==> src/rtl/hazard_ctrl_pkg.sv <==
// ============================================================================
// Module   : hazard_ctrl_pkg
// Brief    : Sequencer state encodings and shared NOP control word.
// Revision : 1.0
// ============================================================================
`default_nettype none

package hazard_ctrl_pkg;

  typedef enum logic [1:0] {
    ST_RUN      = 2'd0,
    ST_MEM_WAIT = 2'd1,
    ST_TRAP     = 2'd2
  } state_e;

  // Control word injected by decode/execute when a stage is bubbled.
  localparam int               CTRL_W   = 10;
  localparam logic [CTRL_W-1:0] NOP_CTRL = '0;

endpackage

`default_nettype wire

==> src/rtl/hazard_ctrl_sat_counter.sv <==
// ============================================================================
// Module   : sat_counter
// Brief    : Increment-enabled counter that sticks at all-ones.
// Revision : 1.0
// ============================================================================
`default_nettype none

module sat_counter #(
  parameter int CNT_W = 16
) (
  input  logic             clk,
  input  logic             rst_n,
  input  logic             inc,
  output logic [CNT_W-1:0] q
);

  logic [CNT_W-1:0] cnt_q;
  logic [CNT_W-1:0] cnt_d;

  always_comb begin
    cnt_d = cnt_q;
    if (inc && (cnt_q != {CNT_W{1'b1}})) begin
      cnt_d = cnt_q + 1'b1;
    end
  end

  always_ff @(posedge clk or negedge rst_n) begin
    if (!rst_n) begin
      cnt_q <= '0;
    end else begin
      cnt_q <= cnt_d;
    end
  end

  assign q = cnt_q;

endmodule

`default_nettype wire

==> src/rtl/hazard_ctrl.sv <==
// ============================================================================
// Module   : hazard_ctrl
// Brief    : 5-stage pipeline sequencer: load-use stall, branch flush,
//            data-memory freeze with timeout trap, performance counters.
// Revision : 1.0
// ============================================================================
`default_nettype none

module hazard_ctrl
  import hazard_ctrl_pkg::*;
#(
  parameter int REG_W       = 5,
  parameter int MEM_TIMEOUT = 15,
  parameter int CNT_W       = 16
) (
  input  logic             clk,
  input  logic             rst_n,
  input  logic [REG_W-1:0] id_rs,
  input  logic [REG_W-1:0] id_rt,
  input  logic             id_uses_rt,
  input  logic             ex_mem_read,
  input  logic [REG_W-1:0] ex_rt,
  input  logic             ex_branch_taken,
  input  logic             mem_req,
  input  logic             mem_ready,
  output logic             pc_we,
  output logic             if_id_we,
  output logic             if_id_flush,
  output logic             id_ex_we,
  output logic             id_ex_bubble,
  output logic             ex_mem_we,
  output logic             mem_wb_bubble,
  output logic             mem_timeout,
  output logic [CNT_W-1:0] stall_cycles,
  output logic [CNT_W-1:0] flush_count
);

  localparam int               WAIT_W    = $clog2(MEM_TIMEOUT + 1);
  localparam logic [WAIT_W-1:0] WAIT_LAST = WAIT_W'(MEM_TIMEOUT - 1);

  state_e            state_q, state_d;
  logic [WAIT_W-1:0] wait_cnt_q, wait_cnt_d;
  logic              mem_timeout_q, mem_timeout_d;
  logic              freeze;
  logic              load_use;
  logic              stall_inc;
  logic              flush_inc;

  assign freeze   = mem_req & ~mem_ready;
  assign load_use = ex_mem_read & (ex_rt != '0) &
                    ((ex_rt == id_rs) | (id_uses_rt & (ex_rt == id_rt)));

  always_comb begin
    state_d       = state_q;
    wait_cnt_d    = wait_cnt_q;
    mem_timeout_d = mem_timeout_q;
    pc_we         = 1'b1;
    if_id_we      = 1'b1;
    if_id_flush   = 1'b0;
    id_ex_we      = 1'b1;
    id_ex_bubble  = 1'b0;
    ex_mem_we     = 1'b1;
    mem_wb_bubble = 1'b0;
    flush_inc     = 1'b0;

    if (!rst_n) begin
      pc_we         = 1'b0;
      if_id_we      = 1'b0;
      if_id_flush   = 1'b1;
      id_ex_we      = 1'b0;
      id_ex_bubble  = 1'b1;
      ex_mem_we     = 1'b0;
      mem_wb_bubble = 1'b1;
    end else if (state_q == ST_TRAP) begin
      pc_we         = 1'b0;
      if_id_we      = 1'b0;
      if_id_flush   = 1'b1;
      id_ex_we      = 1'b0;
      id_ex_bubble  = 1'b1;
      ex_mem_we     = 1'b0;
      mem_wb_bubble = 1'b1;
    end else if (freeze) begin
      // Whole pipe holds; EX/ID hazards are re-evaluated on release.
      pc_we         = 1'b0;
      if_id_we      = 1'b0;
      id_ex_we      = 1'b0;
      ex_mem_we     = 1'b0;
      mem_wb_bubble = 1'b1;
      wait_cnt_d    = wait_cnt_q + 1'b1;
      if (wait_cnt_q == WAIT_LAST) begin
        state_d       = ST_TRAP;
        mem_timeout_d = 1'b1;
      end else begin
        state_d = ST_MEM_WAIT;
      end
    end else begin
      state_d    = ST_RUN;
      wait_cnt_d = '0;
      if (ex_branch_taken) begin
        if_id_flush  = 1'b1;
        id_ex_bubble = 1'b1;
        flush_inc    = 1'b1;
      end else if (load_use) begin
        pc_we        = 1'b0;
        if_id_we     = 1'b0;
        id_ex_bubble = 1'b1;
      end
    end
  end

  always_ff @(posedge clk or negedge rst_n) begin
    if (!rst_n) begin
      state_q       <= ST_RUN;
      wait_cnt_q    <= '0;
      mem_timeout_q <= 1'b0;
    end else begin
      state_q       <= state_d;
      wait_cnt_q    <= wait_cnt_d;
      mem_timeout_q <= mem_timeout_d;
    end
  end

  assign mem_timeout = mem_timeout_q;
  assign stall_inc   = rst_n & ~pc_we;

  sat_counter #(.CNT_W(CNT_W)) u_stall_cnt (
    .clk   (clk),
    .rst_n (rst_n),
    .inc   (stall_inc),
    .q     (stall_cycles)
  );

  sat_counter #(.CNT_W(CNT_W)) u_flush_cnt (
    .clk   (clk),
    .rst_n (rst_n),
    .inc   (flush_inc),
    .q     (flush_count)
  );

endmodule

`default_nettype wire
==> config.mk <==
export PLATFORM = sky130hd
export DESIGN_NAME = hazard_ctrl
export DESIGN_NICKNAME = d
export VERILOG_FILES = /design/src/rtl/hazard_ctrl_pkg.sv /design/src/rtl/hazard_ctrl_sat_counter.sv /design/src/rtl/hazard_ctrl.sv
export SDC_FILE = /design/constraint.sdc
export NUM_CORES = 1
export LEC_CHECK = 0
export BUFFER_PORTS_ARGS = -buffer_cell sky130_fd_sc_hd__buf_4
export CELL_PAD_IN_SITES_DETAIL_PLACEMENT = 2
export CELL_PAD_IN_SITES_GLOBAL_PLACEMENT = 2
export CORE_MARGIN = 2
export CORE_UTILIZATION = 34
export CTS_BUF_LIST = sky130_fd_sc_hd__clkbuf_8
export CTS_CLUSTER_SIZE = 30
export DETAILED_ROUTE_END_ITERATION = 8
export PLACE_DENSITY_LB_ADDON = 0.1
export SLEW_MARGIN = 20
export SYNTH_ARGS = -nofsm -noshare
export SYNTH_HDL_FRONTEND = slang
export SYNTH_SLANG_ARGS = --single-unit
==> constraint.sdc <==
create_clock -name clk -period 3.7 [get_ports clk]
set_input_delay 0.74 -clock clk [delete_from_list [all_inputs] [get_ports clk]]
set_output_delay 0.74 -clock clk [all_outputs]
set_load 0.01 [all_outputs]
==> run metrics, run 1 <==
Boundary Pins=62; horizontal die dimension=80.8 µm; chip height=a little over 80 µm; total routed wirelength=about 5400 µm; startpoint kind of the worst setup timing path=primary input; setup repair after global routing missed its margin=false; Net Sw Frac=~28%; warnings from Yosys=0; first-pass GRT wire length=9050 µm; number of antenna violations at the first check in global routing=0; number of detailed-routing iterations run before antenna repair=4; Worst Tran Pin Value=0.723 ns; total overflow reported by the global router=0; Post-DRT Antenna Nets=0; Clock transition at path regs=0.08 ns; average routed wire per standard cell=16.2 µm; number of buffers created by CTS=5; slew margin rel.=roughly half; post-route setup TNS=0 ns; post-synthesis share of cell area spent on xor and xnor gates=between 10% and 20%; crit-path max FO=3; RD Place Congestion=roughly 0.73; part of the total power dissipated in sequential elements=a little under half; final HPWL from detailed placement=roughly 4200 µm; number of resized instances in the post-cts repair step=0; average footprint of a synthesized cell=10.1 µm²; Ant. Diodes=0; tightest hold margin=around 0.29 ns; max-slew violation count=0; critical path start-end classification=in -> out; detailed-route DRC error count=0; share of synthesized area spent on multiplexers=between 1.5 and 2%; routed vias=around 1700; number of maximum-capacitance constraint violations=0; number of buffers inserted by port buffering=slightly above 60; relative contribution of the clock network to total power=~34%; maximum buffer depth of the clock tree=2; number of global-route vias before repair=1795; cell count after synthesis=between 150 and 200; Total Nets Final=about 290; fraction of the mapped netlist area in compound gates=around 4.2%; Rows=27; number of buffers inserted by post-CTS setup repair=0; drt first-iter violations=38; Final Worst Setup Slack=about 0.86 ns; flops & latches, synth=39; total global routing track utilization=around 18%; post-route clock period utilization=76.8%; kind of end point of the critical path=output port; sink count of the clock tree=39; via/cell ratio=between 5 and 6; worst voltage drop across the vdd grid=about 0.24 mV; largest cells by area after synthesis=dfrtp_1 (49%), xor2_1 (11%), xnor2_1 (6.1%); Post-Syn Nets=roughly 230; root buffer selected by CTS=clkbuf_8; final-report hold violation count=0; minimum period implied by the final worst setup slack=2.84 ns; area share of the largest cell type after synthesis=between 40% and 50%; class of the tightest hold or removal check=in -> async; signed area change from the synthesized netlist to the final layout=31.9%; pre-CTS worst setup slack=~0.81 ns; most area-hungry cell type in the Yosys netlist=dfrtp_1; most numerous cell in the Yosys netlist=dfrtp_1; sequential-to-total area share from yosys stat=between 40 and 50%; fraction of final layout cells sized beyond drive strength 1=28.8%; initial core utilization=a little over a third; Max Fclk=0.352 GHz; TritonCTS clock tree=yes; hold-fix buffer count after cts=0; count of flip-flops with a built-in enable after synthesis=0; pin count of the biggest net entering global routing=34; leakage dissipation=1.30 nW; adder and majority cell fraction of the synthesized area=2.50%; arrival time at the worst endpoint=about 2.1 ns; main flop type after synthesis=dfrtp_1; combinational family with the most area after synthesis=simple AND/OR/NAND/NOR gates; Setup Viol. Count Final=0; share of flip-flops with an asynchronous set or reset=100%; logic gate share of total power=18.1%; maximum clock skew at final layout=slightly below 0.008 ns; clock network latency to the later pin of the worst-skew pair=roughly 0.29 ns; simple logic cell fraction of the synthesized area=a little under a quarter; switching power=between 0.3 and 0.4 mW; Pint=~0.78 mW; count of cell types in the netlist=31; run status=finished clean; H-tree depth=2; floorplan core area=5610 µm²; critical path data required time=about 3 ns; Post-Synthesis Cell Area=around 2000 µm²; area of the die=roughly 6500 µm²; PD cells=411 nW/µm²; Synth top cells by count=dfrtp_1 (39), xor2_1 (26), nand2_1 (18)
==> power by group through the flow <==
| stage | clock [mW] | combinational [mW] | sequential [mW] |
|---|---|---|---|
| after detailed placement | 0 | 0.200 | 0.532 |
| after global placement | 0 | 0.194 | 0.527 |
| after floorplan | 0 | 0.0869 | 0.524 |
| after global routing | 0.395 | 0.216 | 0.530 |
| final | 0.367 | 0.197 | 0.521 |
| after CTS | 0.376 | 0.201 | 0.524 |
==> state kept, by name, indices dropped and copies added (netlist names) <==
name and count:
mem_timeout 1, u_stall_cnt.q 16, wait_cnt_q 4, u_flush_cnt.q 16
state_q 2
==> kinds of logic (layout without fill, tap and decap cells) <==
logic type | Yosys count | after routing
multiplexers | 3 | 3
XOR/XNOR | 40 | 40
buffers and inverters | 11 | 76
AND/OR/NAND/NOR | 89 | 89
AO/OA/AOI/OAI | 13 | 13
adder cells (fa/ha/maj) | 4 | 4
flip-flops | 39 | 39
==> layer usage <==
layer / vias up / wire, µm / track usage [%]
met5: - / 0 / 0
met4: 0 / 23 / 3.56
met3: 4 / 210 / 3.44
met2: 33 / 2670 / 30.1
met1: 834 / 2530 / 24.9
li1: 818 / - / -
==> stage by stage <==
step | instances | utilization, % | area [µm²] | power, mW
after floorplan | 199 | - | 2000 | 0.611
after global placement | 328 | 45.0 | 2520 | 0.722
after detailed placement | 328 | 45.0 | 2520 | 0.731
after CTS | 336 | 47.1 | 2640 | 1.10
after global routing | 336 | 47.1 | 2640 | 1.14
final | 336 | 47.1 | 2640 | 1.09
==> placed cells by master, fill, tap and decap left out, types with 2 or more instances in the layout <==
| cell | n |
|---|---|
| and3_1 | 2 |
| ha_1 | 4 |
| nand2_1 | 18 |
| clkbuf_8 | 6 |
| inv_1 | 6 |
| nand3_1 | 15 |
| and4_1 | 2 |
| nor2_1 | 16 |
| a21oi_1 | 2 |
| nand2b_1 | 3 |
| xnor2_1 | 14 |
| dfrtp_1 | 39 |
| o21ai_0 | 6 |
| and2_1 | 3 |
| buf_4 | 62 |
| nor4_1 | 5 |
| mux2_2 | 3 |
| xor2_1 | 26 |
| nor3_1 | 9 |
| nand4_1 | 12 |
==> worst paths after layout <==
check	slack (ns)	startpoint	endpoint	cells after the start
min in group clk	0.51	u_flush_cnt.q[5]$_DFFE_PN0P_	u_flush_cnt.q[5]$_DFFE_PN0P_	1
hold reg to reg	0.51	u_flush_cnt.q[5]$_DFFE_PN0P_	u_flush_cnt.q[5]$_DFFE_PN0P_	1
max in group asynchronous	2.77	rst_n	u_stall_cnt.q[6]$_DFFE_PN0P_	2
setup reg to reg	1.51	state_q[0]$_DFFE_PN0P_	u_flush_cnt.q[13]$_DFFE_PN0P_	7
setup / recovery	0.86	ex_rt[1]	id_ex_bubble	7
hold / removal	0.29	rst_n	mem_timeout$_DFFE_PN0P_	1
==> layout make-up <==
type	count	area, µm²
clock inverters	2	35.0
well taps	72	90.1
inverters	6	22.5
repair buffers	62	465
flip-flops and latches	39	976
clock buffers	6	82.6
multi-input cells	149	971
fillers	623	2970
==> critical path, cell delays in order <==
cell and delay, ns:
buf_4 0.12, or4_1 0.52, o21ai_0 0.28, nor2_1 0.06, o21ai_0 0.14, nand2_1 0.07
buf_4 0.15
Power figures use the tool's default switching activity.
==> run 2: changes to the inputs <==
Settings changed: CORE_UTILIZATION 34 to 29.
Clock period 3.7 ns to 2.46 ns, I/O delays scaled along.
==> run 2 against run 1 <==
Against the previous run: sequential power grew 50%; non-clock buffer count grew 4; critical path depth is the same; global-route usage shrank 2.6 points; first-iteration DRC count shrank 16%; clock-buffer cell count is the same; largest cell class unchanged; die area grew 16%; wire length grew 2.6%.
==> run metrics, run 2 (synthesis results as in run 1) <==
cells traversed along the worst timing path=buf_4, xor2_1, nor4_1, a32oi_1, nor3_2, nor2_1, buf_4; pin count of the biggest net entering global routing=31 (-8.8%); hold-fix buffer count after cts=0 (unchanged); cell occurring most often along the worst timing path=buf_4; most used cells in the layout excluding fill and tap cells=buf_4 (65), dfrtp_1 (39), xor2_1 (26), nand2_1 (18), nor2_1 (16); sink count of the clock tree=39 (unchanged); number of buffers inserted by port buffering=61 (unchanged); total global routing track utilization=15.5% (-2.6 points); detailed-route DRC error count=0 (unchanged); cell type group with the largest total delay on the critical path=simple AND/OR/NAND/NOR gates; Clock transition at path regs=0.08 ns (about the same); number of antenna violations at the first check in global routing=0 (unchanged); startpoint kind of the worst setup timing path=primary input; critical path data required time=1.97 ns (-0.99 ns); Total Nets Final=293 (+1.4%); routed vias=1732 (+2.5%); root buffer selected by CTS=clkbuf_8; total cell area at the placement stage=2580 µm² (+2.1%); fraction of final layout cells sized beyond drive strength 1=30.2% (+1.4 points); first-pass GRT wire length=9220 µm (+1.8%); Crit Reg-Reg Startpoint=u_stall_cnt.q[10]$_DFFE_PN0P_; Max Fclk=0.438 GHz; global-route track usage on met2=24.6% (-5.4 points); critical path start-end classification=in -> out; max-slew violation count=0 (unchanged); slew margin rel.=74.2% (+22 points); RD Place Congestion=0.735 (+0.85%); PD cells=614 nW/µm² (+49%); clock network latency to the later pin of the worst-skew pair=0.30 ns (about the same); leakage dissipation=1.32 nW (+2.1%); number of buffers inserted by post-CTS setup repair=0 (unchanged); drt first-iter violations=32 (-16%); Ant. Diodes=0 (unchanged); Post-DRT Antenna Nets=0 (unchanged); TritonCTS clock tree=yes; crit-path max FO=3 (unchanged); number of resized instances in the post-cts repair step=0 (unchanged); number of global-route vias before repair=1827 (+1.8%); post-route clock period utilization=between 90% and 100%; final HPWL from detailed placement=4230 µm (+1.7%); total routed wirelength=5570 µm (+2.6%); final-report hold violation count=0 (unchanged); worst reg-to-reg path cell count=6 (-1); maximum buffer depth of the clock tree=2 (unchanged); via/cell ratio=4.98 (-0.99%); maximum clock skew at final layout=0.0138 ns (+0.00604 ns); horizontal die dimension=87.1 µm (+7.9%); area of the die=7590 µm² (+16%); most utilized layer in the global route result=met2; signed area change from the synthesized netlist to the final layout=34.9%; Boundary Pins=62 (unchanged); total overflow reported by the global router=0 (unchanged); minimum period implied by the final worst setup slack=~2.3 ns; worst stage delay on the critical path=0.30 ns (-0.22 ns); number of detailed-routing iterations run before antenna repair=3 (-1); Buf/Inv on CP=2 (unchanged); chip height=87.1 µm (+7.9%); count of fill cells added during filler insertion=738 (+18%); setup repair after global routing missed its margin=false; capture point of the worst reg-to-reg path=u_stall_cnt.q[1]$_DFFE_PN0P_; post-route setup TNS=0 ns (unchanged); slowest library cell on the worst path=nor4_1; most common cell after layout, fill and taps aside=buf_4; arrival time at the worst endpoint=1.79 ns (-0.31 ns); initial core utilization=29.6% (-6.1 points); setup slack on the worst flop-to-flop path=0.58 ns (-0.93 ns); H-tree depth=2 (unchanged); met3 track demand over resource in global routing=3.13% (-0.32 points); post-route cell area=2700 µm² (+2.3%); floorplan core area=6760 µm² (+20%); average routed wire per standard cell=16.0 µm (-0.98%); run status=finished clean; met1 GRT Util=21.6% (-3.2 points); number of buffers created by CTS=5 (unchanged); Worst Tran Pin Value=0.387 ns (-0.336 ns); Setup Viol. Count Final=0 (unchanged); number of maximum-capacitance constraint violations=0 (unchanged); Rows=30 (+11%); class of the tightest hold or removal check=in -> async; kind of end point of the critical path=output port; worst voltage drop across the vdd grid=0.461 mV (+95%)
==> run 2: cell count changes in the layout (fill, tap and decap cells not counted) <==
cell,before,now
clkinv_2,1,0
inv_6,0,1
buf_4,62,65
o21ai_0,6,5
o21ai_2,0,1
buf_12,0,1
==> run 2: how the worst max path moves through the flow <==
stage / slack, ns / from / end / depth (start not counted)
after floorplan: 0.26 / ex_rt[1] / u_stall_cnt.q[1]$_DFFE_PN0P_ / 6
after global placement: 0.04 / ex_rt[3] / u_stall_cnt.q[11]$_DFFE_PN0P_ / 9
after global routing: 0.02 / ex_rt[1] / id_ex_bubble / 7
after detailed placement: -0.04 / ex_rt[3] / u_stall_cnt.q[15]$_DFFE_PN0P_ / 9
after CTS: 0.04 / ex_rt[1] / id_ex_bubble / 7
final: 0.18 / ex_rt[3] / pc_we / 7
==> run 2: report_power, final <==
group | switching, mW | internal [mW] | total (mW)
clock | 0.237 | 0.334 | 0.571
combinational | 0.151 | 0.155 | 0.306
sequential | 0.0859 | 0.695 | 0.781
total | 0.474 | 1.18 | 1.66
==> run 2: area by class of cell <==
| type | count | area, µm² | share of cell area, % |
|---|---|---|---|
| inverter | 6 | 22.5 | 0.833 |
| tap | 80 | 100 | 3.70 |
| multi-input combinational | 149 | 975 | 36.1 |
| timing repair buffer | 66 | 508 | 18.8 |
| clock inverter | 2 | 38.8 | 1.44 |
| sequential | 39 | 976 | 36.1 |
| clock buffer | 6 | 82.6 | 3.06 |
==> run 2: routing by layer <==
layer,share of wire [%],vias to the layer above
li1,-,824
met3,4.9,7
met2,46,44
met4,1.0,0
met5,0,-
met1,48,857
==> run 2: worst register-to-register path, stage by stage (launching register included) <==
cell and delay [ns]:
dfrtp_1 0.45, nand4_1 0.13, nor3_1 0.28, nand4_1 0.19, o221ai_2 0.22, buf_12 0.18, mux2_2 0.34
==> run 2: metrics by stage <==
step / power, mW / hold slack [ns] / instances / setup WS [ns] / util, %
finish: 1.66 / 0.158 / 348 / 0.177 / 40.0
global route: 1.76 / 0.168 / 348 / 0.0204 / 40.0
CTS: 1.69 / 0.160 / 348 / 0.0416 / 39.9
detailed placement: 1.10 / 0.489 / 340 / -0.0387 / 38.1
global placement: 1.09 / 0.480 / 340 / 0.0425 / 38.1
floorplan: 0.919 / 0.196 / 199 / 0.258 / -
